[src/rtl/gray_pkg.sv]
// Gray-code helper functions shared by the Gray counter, its receiver and their benches.
// Arguments are 32 bits wide; narrower callers zero-extend, which leaves the results unchanged.
package gray_pkg;

  localparam int MAX_W = 32;

  function automatic logic [MAX_W-1:0] bin2gray(input logic [MAX_W-1:0] x);
    return x ^ (x >> 1);
  endfunction

  // Each binary bit is the XOR of all Gray bits at or above it.
  function automatic logic [MAX_W-1:0] gray2bin(input logic [MAX_W-1:0] g);
    logic [MAX_W-1:0] b;
    b[MAX_W-1] = g[MAX_W-1];
    for (int i = MAX_W - 2; i >= 0; i--) begin
      b[i] = b[i+1] ^ g[i];
    end
    return b;
  endfunction

  function automatic int unsigned popcount(input logic [MAX_W-1:0] x);
    int unsigned n;
    n = 0;
    for (int i = 0; i < MAX_W; i++) begin
      n = n + int'(x[i]);
    end
    return n;
  endfunction

endpackage

[src/rtl/gray_counter_rx_sync_chain.sv]
// Plain multi-flop synchronizer: stage 0 samples d directly, with no logic between stages.
module sync_chain #(
  parameter int W           = 4,
  parameter int SYNC_STAGES = 2
) (
  input  logic         clk,
  input  logic         reset_n,
  input  logic [W-1:0] d,
  output logic [W-1:0] q
);

  logic [W-1:0] stage [SYNC_STAGES];

  always_ff @(posedge clk) begin
    if (!reset_n) begin
      for (int i = 0; i < SYNC_STAGES; i++) begin
        stage[i] <= '0;
      end
    end else begin
      stage[0] <= d;
      for (int i = 1; i < SYNC_STAGES; i++) begin
        stage[i] <= stage[i-1];
      end
    end
  end

  assign q = stage[SYNC_STAGES-1];

endmodule

[src/rtl/gray_counter_rx.sv]
// Receives a foreign-domain Gray count, synchronizes and decodes it, and reports step size,
// wrap-around and multi-bit-change errors.
//   state | meaning
//   FILL  | synchronizer flushing after reset; outputs hold reset values
//   PRIME | waiting for the first enabled sample; no step check
//   RUN   | decoding every enabled sample and checking it against the previous one
module gray_counter_rx
  import gray_pkg::*;
#(
  parameter int W           = 4,
  parameter int SYNC_STAGES = 2,
  parameter int ERR_W       = 8
) (
  input  logic             clk,
  input  logic             reset_n,
  input  logic [W-1:0]     gray_i,
  input  logic             ena,
  output logic [W-1:0]     bin_o,
  output logic             bin_valid,
  output logic [W-1:0]     delta,
  output logic             wrap,
  output logic             step_err,
  output logic [ERR_W-1:0] err_cnt
);

  typedef enum logic [1:0] {FILL, PRIME, RUN} state_t;

  localparam logic [ERR_W-1:0] ERR_MAX = '1;

  state_t       state;
  logic [2:0]   fill_cnt;
  logic [W-1:0] g;
  logic [W-1:0] prev_gray;
  logic [W-1:0] bin_new;
  logic [W-1:0] delta_new;
  logic         multi_bit;

  sync_chain #(
    .W           (W),
    .SYNC_STAGES (SYNC_STAGES)
  ) u_sync (
    .clk     (clk),
    .reset_n (reset_n),
    .d       (gray_i),
    .q       (g)
  );

  assign bin_new   = W'(gray2bin(MAX_W'(g)));
  assign delta_new = bin_new - bin_o;
  assign multi_bit = popcount(MAX_W'(g ^ prev_gray)) > 1;

  always_ff @(posedge clk) begin
    if (!reset_n) begin
      state     <= FILL;
      fill_cnt  <= 3'(SYNC_STAGES - 1);
      bin_o     <= '0;
      prev_gray <= '0;
      delta     <= '0;
      err_cnt   <= '0;
      bin_valid <= 1'b0;
      wrap      <= 1'b0;
      step_err  <= 1'b0;
    end else begin
      wrap     <= 1'b0;
      step_err <= 1'b0;
      case (state)
        FILL: begin
          if (fill_cnt == 3'd0) state <= PRIME;
          else                  fill_cnt <= fill_cnt - 3'd1;
        end
        PRIME: begin
          if (ena) begin
            bin_o     <= bin_new;
            prev_gray <= g;
            bin_valid <= 1'b1;
            state     <= RUN;
          end
        end
        RUN: begin
          if (ena) begin
            bin_o     <= bin_new;
            delta     <= delta_new;
            prev_gray <= g;
            step_err  <= multi_bit;
            // A wrap is a forward move that lands numerically below the old count.
            wrap      <= (delta_new != '0) && (bin_new < bin_o);
            if (multi_bit && (err_cnt != ERR_MAX)) err_cnt <= err_cnt + 1'b1;
          end
        end
        default: state <= FILL;
      endcase
    end
  end

endmodule

[config.mk]
export PLATFORM = sky130hd
export DESIGN_NAME = gray_counter_rx
export DESIGN_NICKNAME = d
export VERILOG_FILES = /design/src/rtl/gray_pkg.sv /design/src/rtl/gray_counter_rx_sync_chain.sv /design/src/rtl/gray_counter_rx.sv
export SDC_FILE = /design/constraint.sdc
export NUM_CORES = 1
export LEC_CHECK = 0
export BUFFER_PORTS_ARGS = -buffer_cell sky130_fd_sc_hd__buf_4
export CAP_MARGIN = 20
export CORE_MARGIN = 1
export CORE_UTILIZATION = 35
export CTS_CLUSTER_DIAMETER = 40
export DETAILED_ROUTE_END_ITERATION = 8
export GPL_TIMING_DRIVEN = 0
export PLACE_DENSITY = 0.51
export SYNTH_ARGS = -nofsm -noshare
export SYNTH_HDL_FRONTEND = slang
export SYNTH_SLANG_ARGS = --single-unit
[constraint.sdc]
create_clock -name clk -period 3.5 [get_ports clk]
set_clock_uncertainty 0.05 [all_clocks]
set_input_delay 0.7 -clock clk [delete_from_list [all_inputs] [get_ports clk]]
set_output_delay 0.7 -clock clk [all_outputs]
set_load 0.01 [all_outputs]
Yosys cells after proc, flatten, opt, wreduce, memory -nomap -nowiden
Memories as Yosys holds them, arrays and structs flattened.
Index checks and enable logic that the tools add are counted.

operators by class
  muxes and demuxes = 7
  eq/ne operators = 5
  bitwise gates (word level) = 8
  order comparisons = 2
  $add $sub $neg = 34
  reductions and logical operators = 13

operator list
  cell                                                  count
  adder 31 x 1 -> 32 bit (second input constant)        1
  > comparator 32 x 1 -> 1 bit (second input constant)  1
  adder 30 x 1 -> 31 bit (second input constant)        1
  adder 29 x 1 -> 30 bit (second input constant)        1
  adder 28 x 1 -> 29 bit (second input constant)        1
  adder 27 x 1 -> 28 bit (second input constant)        1
  adder 26 x 1 -> 27 bit (second input constant)        1
  adder 25 x 1 -> 26 bit (second input constant)        1
  adder 24 x 1 -> 25 bit (second input constant)        1
  adder 23 x 1 -> 24 bit (second input constant)        1
  adder 22 x 1 -> 23 bit (second input constant)        1
  adder 21 x 1 -> 22 bit (second input constant)        1
  adder 20 x 1 -> 21 bit (second input constant)        1
  adder 19 x 1 -> 20 bit (second input constant)        1
  adder 18 x 1 -> 19 bit (second input constant)        1
  adder 17 x 1 -> 18 bit (second input constant)        1
  adder 16 x 1 -> 17 bit (second input constant)        1
  adder 15 x 1 -> 16 bit (second input constant)        1
  adder 14 x 1 -> 15 bit (second input constant)        1
  adder 13 x 1 -> 14 bit (second input constant)        1
  adder 12 x 1 -> 13 bit (second input constant)        1
  adder 11 x 1 -> 12 bit (second input constant)        1
  adder 10 x 1 -> 11 bit (second input constant)        1
  adder 9 x 1 -> 10 bit (second input constant)         1
  other kinds (31)                                      45

storage, ports and cells
  memories kept = 1
  flip-flop bits (word level) = 28
  RAM bits = 8
  input bits = 7

memories
  name          words  width  read ports  clocked after memory_dff  wr ports  line                              RTL
  u_sync.stage  2      4      2           0                         2         gray_counter_rx_sync_chain.sv:12  logic [W-1:0] stage [SYNC_STAGES];

Depth between registers and ports, before layout
Gate-level depths: netlist (run 1).

  depth after elaboration = 35
  mapped depth = 10

Hierarchy
A second synthesis (run 1) with hierarchy kept.

second synthesis, totals
  cell total of the unflattened synthesis = 191
  area, all modules = 1712.9 µm²

modules (own cells, without submodules)
  module           times used  area each (µm²)  cells an instance
  gray_counter_rx  1           1472.7           171
  sync_chain       1           240.2            20

Worst setup path after synthesis (run 1)
Ideal clock, no wire load.

  kind = register to register
  start point = mem u_sync.stage[1][2], in the netlist u_sync.stage[0][6]
  end point = reg wrap
  data required time = 3.372 ns
  slack = 1.012 ns
  buffers on the path = 0
  library setup time = 0.078 ns
  cell stages (with the launch flop) = 11
  clock period less this slack = 2.488 ns
  arrival = 2.360 ns
  cell sequence = dfxtp_1 -> xnor2_1 -> xnor2_1 -> xnor2_1 -> ha_1 -> inv_1 -> fa_1 -> a21oi_1 -> nor2_1 -> or4_1 -> nor3_1

RTL lines
  element               line                              RTL
  from (decl)           gray_counter_rx_sync_chain.sv:12
  to (signal assigned)  gray_counter_rx.sv:86             wrap <= (delta_new != '0) && (bin_new < bin_o);
  to (decl)             gray_counter_rx.sv:21             output logic wrap,

==> summary.txt, run 1 <==
STA
  – Post-layout min period: 2.82 ns
  – RSZ-0062 raised after global routing: false
  – Max Fclk: 354 MHz
  – Max Transition Viols Final: 0
  – Final setup TNS: 0 ns
  – Slew HR: 65.2%
  – Worst slew pin tran: 0.518 ns
  – Tcrit/Tclk final: 80.7%
  – Setup Viol. Count Final: 0
  – Final Hold Fails: 0

Clock tree
  – Post-CTS setup buffer count: 0
  – CTS root buf: clkbuf_8
  – Resize count post-CTS: 0
  – Clk pin slew, worst setup/hold paths: 0.08 ns
  – H-tree levels: 2
  – Clk Latency, worst-skew pair: 0.29 ns
  – Inserted Clock Buffers: 5
  – CTS tree: built
  – Clock Path Buffers: 2
  – # clock sinks: 35
  – Hold buffer count at CTS: 0

Floorplanning
  – Initial Util: 37.6%
  – Die height: 71.3 µm
  – Core box area: 4470 µm²
  – Die Footprint: 5090 µm²
  – Io pins: 26
  – Die W: 71.3 µm
  – FP Rows: 24

Cells and area
  – Fill cell count: 462
  – Layout Nets: 239
  – Layout cells sized above 1: 18.6%
  – Final instance area: 2030 µm²
  – Layout area overhead: 20.5%
  – # diodes: 0

Critical path
  – CP Capture Type: register
  – Critical Path AT: 2.95 ns
  – Maximum fanout along the worst path: 4
  – Slowest stage delay, CP: 0.45 ns
  – Worst reg2reg setup slack: 0.68 ns
  – Delay-heaviest family, CP: XOR/XNOR gates
  – Most frequent CP cell: xnor2_1
  – Critical path's slowest cell: xnor2_1
  – Type of origin of the critical path: register
  – Worst Path Required: 3.63 ns
  – CP bufs+invs: 1
  – Crit Path Class: register to register
  – Critical path cell sequence: xnor2_1 > xnor2_1 > xnor2_1 > ha_1 > inv_1 > fa_1 > xnor2_1 > nand3b_1 > nor4b_1 > nor3_1

Global routing
  – Number of global-route vias before repair: 1313
  – Largest net degree at the start of global routing: 14
  – Met1 usage: 18.8%
  – M3 GR Usage: 4.50%
  – Global-route wire length before repair: 6.01 mm
  – GRT Total Usage: 15.7%
  – Global Route met2 Usage: 25.3%
  – Initial antenna violation count: 0
  – Gr ovfl total: 0
  – Grt peak-use layer: met2

Run status
  – Outcome: finished with violations
  – Violated checks: DRC

Routing
  – Routed Wire Length: 3.51 mm
  – First-pass detailed-route iteration total: 6
  – DR WL/cell: 12.9 µm
  – # DRC: 2
  – Antenna Nets Post-Route: 0
  – Vias post-DR: 1374
  – Vias per Instance: 5.05
  – Iter 0 DRT Violations: 32

Logic synthesis
  – Post-synthesis cell area: 1680 µm²
  – Synthesized area per cell: 8.99 µm²
  – Yosys top cell area share: 41.7%
  – Synth top cells by count: dfxtp_1 (35), nand2_1 (30), inv_1 (14), a21oi_1 (13)
  – Netlist cell types: 37
  – Post-synth top area cell: dfxtp_1
  – Synth area leaders: dfxtp_1 (42%), ha_1 (8.2%), nand2_1 (6.7%), a21oi_1 (3.9%), xnor2_1 (3.6%)
  – FF+latch count, synth: 35
  – Top FF cell, synth: dfxtp_1
  – Synth Instances: 187
  – Yosys warns: 0
  – Async SR Flop Fraction: 0%
  – Register area share after synthesis: 41.7%
  – Post-synth EDFFs: 0
  – Mapped Nets: 207
  – Most numerous cell in the Yosys netlist: dfxtp_1

Job
  – Maxcap violations: 0

Placement
  – GP Congestion: 0.770
  – Cell Area, Placed: 1930 µm²
  – Hpwl dp: 2.63 mm
  – IO buf count: 25

Power and ir drop
  – P_leak: 0.000789 µW
  – Maximum vdd drop: 0.000213 V
  – PD cells: 540 nW/µm²

Hold path
  – Worst Hold Class: register to register
-- where the power goes --
group	switching, µW	total [µW]	internal, µW
combinational	181	322	141
clock	162	304	142
sequential	28.7	468	439
total	371	1090	723
-- per-layer routing --
| metal | part of all wire, % | routed length [µm] | vias up |
|---|---|---|---|
| li1 | - | - | 692 |
| met4 | 2.2 | 79 | 0 |
| met5 | 0 | 0 | - |
| met1 | 47 | 1650 | 643 |
| met2 | 46 | 1610 | 32 |
| met3 | 4.9 | 173 | 7 |
-- state kept, by name (all words and copies together), names as in the netlist --
register / count
wrap: 1
bin_o: 4
delta: 4
prev_gray: 3
bin_valid: 1
err_cnt: 8
step_err: 1
fill_cnt: 3
u_sync.stage: 8
state: 2
-- cell usage in the layout (no fill, tap or decap), types with 3 or more instances in the layout --
master and count:
clkbuf_8 5, clkbuf_1 4, nand2_1 30, or4_1 3
dfxtp_1 35, inv_1 14, nand2b_1 3, xnor2_1 7
nor3_1 4, a21oi_1 13, nor4_1 3, nor2_1 11
mux2i_1 6, nand4_1 3, a211oi_1 6, buf_4 26
and2_1 9, ha_1 11
-- area by class of cell --
cell class / instances / area [µm²] / share of cell area (%)
multi-input cells: 131 / 891 / 44.0
clock inverters: 3 / 23.8 / 1.17
clock buffers: 5 / 68.8 / 3.40
well taps: 52 / 65.1 / 3.21
plain buffers: 6 / 33.8 / 1.67
flip-flops and latches: 35 / 701 / 34.6
repair buffers: 25 / 188 / 9.26
inverters: 15 / 56.3 / 2.78
-- through the flow --
step,instances,setup WS [ns],total power [µW],hold slack (ns),utilization (%)
floorplan,187,1.01,705,0.362,-
global placement,264,0.785,775,0.366,43.2
detailed placement,264,0.692,796,0.368,43.2
CTS,272,0.666,1110,0.388,45.3
global route,272,0.469,1170,0.408,45.3
finish,272,0.676,1090,0.386,45.3
-- logic make-up after synthesis --
| group | count (synthesis) | share of synthesized area, % |
|---|---|---|
| buf+inv | 21 | 5.36 |
| compound gates | 28 | 11.5 |
| mux | 6 | 3.57 |
| xor+xnor | 8 | 4.61 |
| fa+ha+maj | 13 | 10.6 |
| simple gates | 76 | 22.7 |
| flops | 35 | 41.7 |
-- final timing paths --
path                                                     from  cells after the start                            end
worst max register to register  u_sync.stage[0][6]$_SDFF_PN0_                     10                wrap$_SDFF_PN0_
worst min-delay path            u_sync.stage[0][1]$_SDFF_PN0_                      1  u_sync.stage[0][5]$_SDFF_PN0_
worst min register to register  u_sync.stage[0][1]$_SDFF_PN0_                      1  u_sync.stage[0][5]$_SDFF_PN0_
worst max-delay path            u_sync.stage[0][6]$_SDFF_PN0_                     10                wrap$_SDFF_PN0_
(Power assumes the default switching activity.)
==> run 2, diff against run 1 <==
--- a/config.mk
+++ b/config.mk
@@ -5,6 +5,7 @@
 export SDC_FILE = /design/constraint.sdc
 export NUM_CORES = 1
 export LEC_CHECK = 0
+export ABC_AREA = 1
 export BUFFER_PORTS_ARGS = -buffer_cell sky130_fd_sc_hd__buf_4
 export CAP_MARGIN = 20
 export CORE_MARGIN = 1
@@ -12,7 +13,7 @@
 export CTS_CLUSTER_DIAMETER = 40
 export DETAILED_ROUTE_END_ITERATION = 8
 export GPL_TIMING_DRIVEN = 0
-export PLACE_DENSITY = 0.51
+export PLACE_DENSITY = 0.52
 export SYNTH_ARGS = -nofsm -noshare
 export SYNTH_HDL_FRONTEND = slang
 export SYNTH_SLANG_ARGS = --single-unit
==> constraint.sdc (replaced) <==
create_clock -name clk -period 2.5 [get_ports clk]
set_clock_uncertainty 0.05 [all_clocks]
set_input_delay 0.5 -clock clk [delete_from_list [all_inputs] [get_ports clk]]
set_output_delay 0.5 -clock clk [all_outputs]
set_load 0.01 [all_outputs]
==> summary.txt, run 2 <==
Routing
  – First-pass detailed-route iteration total: 6 (unchanged)
  – Met1 Routed Length: 1.50 mm (-9.0%)
  – # DRC: 0 (-2)
  – Met3 routed WL: 150 µm (-13%)
  – Routed Wire Length: 3.15 mm (-10%)
  – Iter 0 DRT Violations: 63 (+97%)
  – Top Metal Used: met4
  – Vias post-DR: 1429 (+4.0%)
  – Antenna Nets Post-Route: 0 (unchanged)
  – DR WL/cell: 9.68 µm (-25%)
  – Metal2 WL: 1.44 mm (-11%)
  – Vias per Instance: 4.40 (-13%)

Global routing
  – GRT Total Usage: 13.7% (-2.0 points)
  – Number of global-route vias before repair: 1321 (+0.61%)
  – Global-route wire length before repair: 5.49 mm (-8.7%)
  – Largest net degree at the start of global routing: 11 (-3)
  – Gr ovfl total: 0 (unchanged)
  – Initial antenna violation count: 0 (unchanged)

Critical path
  – Maximum fanout along the worst path: 5 (+1)
  – Delay-heaviest family, CP: simple AND/OR/NAND/NOR gates
  – Slowest stage delay, CP: 0.46 ns (about the same)
  – Crit Path Class: register to register
  – CP Capture Type: register
  – Critical Path AT: 2.39 ns (-0.56 ns)
  – Worst Path Required: 2.63 ns (-1.00 ns)
  – Type of origin of the critical path: register
  – CP bufs+invs: 3 (+2)
  – Critical path's slowest cell: dfxtp_1
  – Critical path cell sequence: xnor2_1 > nand2_2 > nand2_2 > nand2_2 > nand2_1 > inv_1 > ha_1 > inv_1 > fa_1 > nor3_1 > nand3_1 > nand3_1 > inv_1

Floorplanning
  – Die W: 72.3 µm (+1.3%)
  – Io pins: 26 (unchanged)
  – Die height: 72.3 µm (+1.3%)
  – FP Rows: 25 (+4.2%)
  – Initial Util: 36.6% (-1.0 points)
  – Die Footprint: 5220 µm² (+2.7%)
  – Core box area: 4720 µm² (+5.6%)

Clock tree
  – H-tree levels: 2 (unchanged)
  – Post-CTS setup buffer count: 0 (unchanged)
  – Hold buffer count at CTS: 0 (unchanged)
  – Clock Path Buffers: 2 (unchanged)
  – Clk Latency, worst-skew pair: 0.28 ns (about the same)
  – Inserted Clock Buffers: 5 (unchanged)
  – # clock sinks: 35 (unchanged)
  – CTS root buf: clkbuf_8
  – Clk pin slew, worst setup/hold paths: 0.06 ns (-0.02 ns)
  – CTS tree: built
  – Resize count post-CTS: 0 (unchanged)

Placement
  – IO buf count: 25 (unchanged)
  – Worst slack, placed: 0.214 ns (-0.477 ns)
  – GP Congestion: 0.777 (+0.87%)
  – Hpwl dp: 2.39 mm (-9.2%)

Power and ir drop
  – PD cells: 842 nW/µm² (+56%)
  – P_leak: 0.000992 µW (+26%)
  – Total power: 1750 µW (+60%)
  – Maximum vdd drop: 0.000381 V (+79%)

Cells and area
  – Layout area overhead: 20.3%
  – Largest registers: err_cnt x8, u_sync.stage x8
  – Layout Nets: 279 (+17%)
  – Most frequent cells in the layout: nand2_1 (40), inv_1 (39), dfxtp_1 (35)
  – Fill cell count: 486 (+5.2%)
  – Commonest non-fill, non-tap cell in the layout: nand2_1
  – # diodes: 0 (unchanged)
  – Layout cells sized above 1: 17.1% (-1.6 points)

Logic synthesis
  – FF+latch count, synth: 35 (unchanged)
  – Most numerous cell in the Yosys netlist: nand2_1
  – Yosys warns: 0 (unchanged)
  – Mapped Nets: 247 (+19%)
  – Synth Instances: 227 (+21%)
  – Post-synthesis cell area: 1730 µm² (+2.8%)
  – Async SR Flop Fraction: 0% (unchanged)
  – Synth top cells by count: nand2_1 (40), inv_1 (39), dfxtp_1 (35), a21oi_1 (22), nand3_1 (18)
  – Yosys top cell area share: 40.6% (-1.1 points)
  – Register area share after synthesis: 40.6% (-1.1 points)
  – Post-synth top area cell: dfxtp_1
  – Synthesized area per cell: 7.61 µm² (-15%)
  – Synth area leaders: dfxtp_1 (41%), nand2_1 (8.7%), inv_1 (8.5%), ha_1 (8.0%), a21oi_1 (6.4%)
  – Top FF cell, synth: dfxtp_1
  – Post-synth EDFFs: 0 (unchanged)
  – Netlist cell types: 25 (-32%)

STA
  – Slew HR: 69.8% (+4.6 points)
  – Max Fclk: 443 MHz (+25%)
  – Hold Slack: 0.349 ns (-0.0369 ns)
  – Max Transition Viols Final: 0 (unchanged)
  – Min setup slack post-route: 0.242 ns (-0.435 ns)
  – Post-layout min period: 2.26 ns (-0.565 ns)
  – RSZ-0062 raised after global routing: false
  – Tcrit/Tclk final: 90.3% (+9.7 points)
  – Setup Viol. Count Final: 0 (unchanged)
  – Final setup TNS: 0 ns (unchanged)
  – Worst slew pin tran: 0.453 ns (-0.0647 ns)
  – Final Hold Fails: 0 (unchanged)

Job
  – Maxcap violations: 0 (unchanged)

Hold path
  – Worst Hold Class: primary input to register

Run status
  – Outcome: completed
run 2: cell types whose count changed after synthesis, moves of 5 or more:
cell,change
a211oi_1,-6
a21oi_1,+9
and2_1,-9
inv_1,+25
mux2i_1,-6
nand2_1,+10
nand3_1,+16
nor2_1,+5
o21ai_0,+5
o21ai_1,+9
run 2: report_power, final:
part | switching, µW | internal, µW
combinational | 400 | 270
sequential | 57.6 | 658
clock | 180 | 185
run 2: cells by family after synthesis:
family	share of synthesized area (%)
AOI/OAI and AO/OA	12.4
DFF	40.6
and+or+nand+nor	23.0
adders and majority gates	10.3
buffers and inverters	10.2
xor gates and xnor gates	3.55
run 2: cell type report:
type	instances	area, µm²	share of cell area (%)
flip-flops and latches	35	701	33.7
plain buffers	4	18.8	0.903
inverters	42	158	7.58
clock buffers	6	72.6	3.49
well taps	67	83.8	4.03
multi-input cells	146	858	41.3
repair buffers	25	188	9.03
run 2: path summary, 6_finish.rpt:
| path | startpoint | end | slack, ns | cells past startpoint |
|---|---|---|---|---|
| setup / recovery | u_sync.stage[0][6]$_SDFF_PN0_ | wrap$_SDFF_PN0_ | 0.24 | 13 |
| hold / removal | gray_i[3] | u_sync.stage[0][3]$_SDFF_PN0_ | 0.35 | 3 |
| setup reg to reg | u_sync.stage[0][6]$_SDFF_PN0_ | wrap$_SDFF_PN0_ | 0.24 | 13 |
| hold reg to reg | u_sync.stage[0][0]$_SDFF_PN0_ | u_sync.stage[0][4]$_SDFF_PN0_ | 0.36 | 2 |
run 2: worst reg2reg max path: stages (launching register included):
cell and delay [ns]:
dfxtp_1 0.46, xnor2_1 0.20, nand2_2 0.09, nand2_2 0.10
nand2_2 0.06, nand2_1 0.05, inv_1 0.04, ha_1 0.17
inv_1 0.08, fa_1 0.42, nor3_1 0.23, nand3_1 0.10
nand3_1 0.08, inv_1 0.04
run 2: layer usage:
| layer | vias to the layer above | GRT usage, % |
|---|---|---|
| met5 | - | 0 |
| met4 | 0 | 5.88 |
| met3 | 5 | 4.58 |
| met2 | 29 | 23.5 |
| met1 | 614 | 15.6 |
| li1 | 781 | - |
run 2: metrics by stage:
step	instances	area [µm²]	utilization, %
2_1_floorplan	227	1730	-
3_3_place_gp	319	2000	42.3
3_5_place_dp	319	2000	42.3
4_1_cts	325	2070	43.9
5_1_grt	325	2080	44.0
6_report	325	2080	44.0
==> run 3, diff against run 2 <==
--- a/config.mk
+++ b/config.mk
@@ -7,13 +7,14 @@
 export LEC_CHECK = 0
 export ABC_AREA = 1
 export BUFFER_PORTS_ARGS = -buffer_cell sky130_fd_sc_hd__buf_4
-export CAP_MARGIN = 20
+export CAP_MARGIN = 5
+export CELL_PAD_IN_SITES_DETAIL_PLACEMENT = 1
+export CELL_PAD_IN_SITES_GLOBAL_PLACEMENT = 1
 export CORE_MARGIN = 1
 export CORE_UTILIZATION = 35
 export CTS_CLUSTER_DIAMETER = 40
 export DETAILED_ROUTE_END_ITERATION = 8
-export GPL_TIMING_DRIVEN = 0
-export PLACE_DENSITY = 0.52
+export PLACE_DENSITY = 0.68
 export SYNTH_ARGS = -nofsm -noshare
 export SYNTH_HDL_FRONTEND = slang
 export SYNTH_SLANG_ARGS = --single-unit
==> summary.txt, run 3 (synthesis results as in run 2) <==
Cells and area
  – Layout cells sized above 1: 17.2% (+0.13 points)
  – Most frequent cells in the layout: nand2_1 (40), inv_1 (39), dfxtp_1 (35)
  – Fill cell count: 608 (+25%)
  – Largest registers: err_cnt x8, u_sync.stage x8
  – Layout area overhead: 20.4% (about the same)
  – Layout Nets: 275 (-1.4%)
  – Commonest non-fill, non-tap cell in the layout: nand2_1
  – # diodes: 0 (unchanged)

Clock tree
  – Clk Latency, worst-skew pair: 0.29 ns (about the same)
  – Hold buffer count at CTS: 0 (unchanged)
  – Inserted Clock Buffers: 5 (unchanged)
  – Clk pin slew, worst setup/hold paths: 0.08 ns (+0.02 ns)
  – H-tree levels: 2 (unchanged)
  – CTS tree: built
  – Post-CTS setup buffer count: 0 (unchanged)
  – # clock sinks: 35 (unchanged)
  – Clock Path Buffers: 2 (unchanged)
  – Resize count post-CTS: 0 (unchanged)
  – CTS root buf: clkbuf_8

Global routing
  – GRT Total Usage: 15.8% (+2.1 points)
  – Global-route wire length before repair: 6.38 mm (+16%)
  – Number of global-route vias before repair: 1419 (+7.4%)
  – Gr ovfl total: 0 (unchanged)
  – Largest net degree at the start of global routing: 24 (+13)
  – Initial antenna violation count: 0 (unchanged)

Critical path
  – Maximum fanout along the worst path: 4 (-1)
  – R2R depth: 13 (unchanged)
  – Critical Path AT: 2.40 ns (about the same)
  – RR Endpoint: wrap$_SDFF_PN0_
  – Worst reg2reg setup slack: 0.24 ns (about the same)
  – Type of origin of the critical path: register
  – Worst Path Required: 2.64 ns (about the same)
  – CP Capture Type: register
  – Crit Path Class: register to register
  – R2R Path Start: u_sync.stage[0][7]$_SDFF_PN0_

Power and ir drop
  – Clk pwr share: 24.6% (+3.7 points)
  – PD cells: 896 nW/µm² (+6.4%)
  – Switching portion of total power: 37.0% (+0.57 points)
  – Total power: 1860 µW (+6.5%)
  – P_int: 1170 µW (+5.6%)
  – Combinational share of power: 36.8% (-1.4 points)
  – Net Switching: 690 µW (+8.2%)
  – Maximum vdd drop: 0.000334 V (-12%)
  – P_leak: 0.000998 µW (+0.55%)
  – Flop pwr share: 38.6% (-2.3 points)

Hold path
  – Worst Hold Class: primary input to register
  – Worst Hold End: u_sync.stage[0][0]$_SDFF_PN0_
  – HP Start: gray_i[0]
  – Hold Crit Depth: 3 (unchanged)

Floorplanning
  – FP Rows: 25 (unchanged)
  – Io pins: 26 (unchanged)
  – Core box area: 4720 µm² (unchanged)
  – Die W: 72.3 µm (unchanged)
  – Die height: 72.3 µm (unchanged)
  – Die Footprint: 5220 µm² (unchanged)
  – Initial Util: 36.6% (unchanged)

STA
  – Tcrit/Tclk final: 90.4% (about the same)
  – RSZ-0062 raised after global routing: false
  – Final setup TNS: 0 ns (unchanged)
  – Slew HR: 68.2% (-1.6 points)
  – Max Fclk: 443 MHz (about the same)
  – Worst slew pin tran: 0.476 ns (+0.0229 ns)
  – Max Transition Viols Final: 0 (unchanged)
  – Post-layout min period: 2.26 ns (+0.000802 ns)
  – Setup Viol. Count Final: 0 (unchanged)
  – Final Hold Fails: 0 (unchanged)

Placement
  – GP Congestion: 0.767 (-1.3%)
  – IO buf count: 25 (unchanged)
  – Hpwl dp: 2.76 mm (+15%)

Routing
  – # DRC: 0 (unchanged)
  – Vias per Instance: 4.55 (+3.5%)
  – First-pass detailed-route iteration total: 4 (-2)
  – Routed Wire Length: 3.75 mm (+19%)
  – DR WL/cell: 11.6 µm (+20%)
  – Vias post-DR: 1470 (+2.9%)
  – Iter 0 DRT Violations: 35 (-44%)
  – Antenna Nets Post-Route: 0 (unchanged)

Job
  – Maxcap violations: 0 (unchanged)

Run status
  – Outcome: completed
## run 3: cell types whose count changed in the layout (fill, tap and decap cells not counted), sizes merged
cell / previous run / this run
buf: 26 / 25
clkbuf: 9 / 8
## run 3: layout make-up
class | instances | area, µm² | area share (%)
multi-input combinational | 146 | 851 | 40.9
inverter | 42 | 158 | 7.58
timing repair buffer | 25 | 188 | 9.02
tap | 67 | 83.8 | 4.03
clock buffer | 8 | 100 | 4.81
sequential | 35 | 701 | 33.7
## run 3: power by group through the flow
stage	registers (µW)	clock network [µW]	logic, µW
floorplan	733	0	495
global placement	729	0	672
detailed placement	733	0	693
CTS	721	471	701
global route	731	493	799
finish	719	459	687
## run 3: critical path, cell delays in order, from the launching register on
cell	delay, ns
dfxtp_1	0.41
xor2_1	0.23
nand2_1	0.12
nand2_2	0.10
nand2_2	0.06
nand2_1	0.05
inv_1	0.04
ha_1	0.16
inv_1	0.08
fa_1	0.44
nor3_1	0.23
nand3_1	0.10
nand3_1	0.07
inv_1	0.04
## run 3: worst max path at each step
stage | from | endpoint | slack (ns) | depth (start not counted)
finish | u_sync.stage[0][7]$_SDFF_PN0_ | wrap$_SDFF_PN0_ | 0.24 | 13
floorplan | u_sync.stage[0][6]$_SDFF_PN0_ | wrap$_SDFF_PN0_ | 0.47 | 13
global placement | u_sync.stage[0][6]$_SDFF_PN0_ | wrap$_SDFF_PN0_ | 0.36 | 13
global route | u_sync.stage[0][6]$_SDFF_PN0_ | wrap$_SDFF_PN0_ | 0.06 | 13
detailed placement | u_sync.stage[0][7]$_SDFF_PN0_ | wrap$_SDFF_PN0_ | 0.24 | 13
CTS | u_sync.stage[0][7]$_SDFF_PN0_ | wrap$_SDFF_PN0_ | 0.23 | 13
## run 3: layer usage
metal	wire length (µm)	vias to the layer above	global-route usage (%)
met4	48	0	5.23
met3	153	5	4.17
met1	1830	678	19.6
li1	-	763	-
met5	0	-	0
met2	1720	24	26.8
## run 3: stage by stage
step / std cells / util, % / area (µm²) / setup WS [ns] / hold slack [ns]
4_1_cts: 323 / 44.1 / 2080 / 0.235 / 0.339
3_5_place_dp: 315 / 41.9 / 1980 / 0.236 / 0.352
3_3_place_gp: 315 / 41.9 / 1980 / 0.357 / 0.345
2_1_floorplan: 227 / - / 1730 / 0.467 / 0.340
5_1_grt: 323 / 44.1 / 2080 / 0.0644 / 0.343
6_report: 323 / 44.1 / 2080 / 0.241 / 0.347
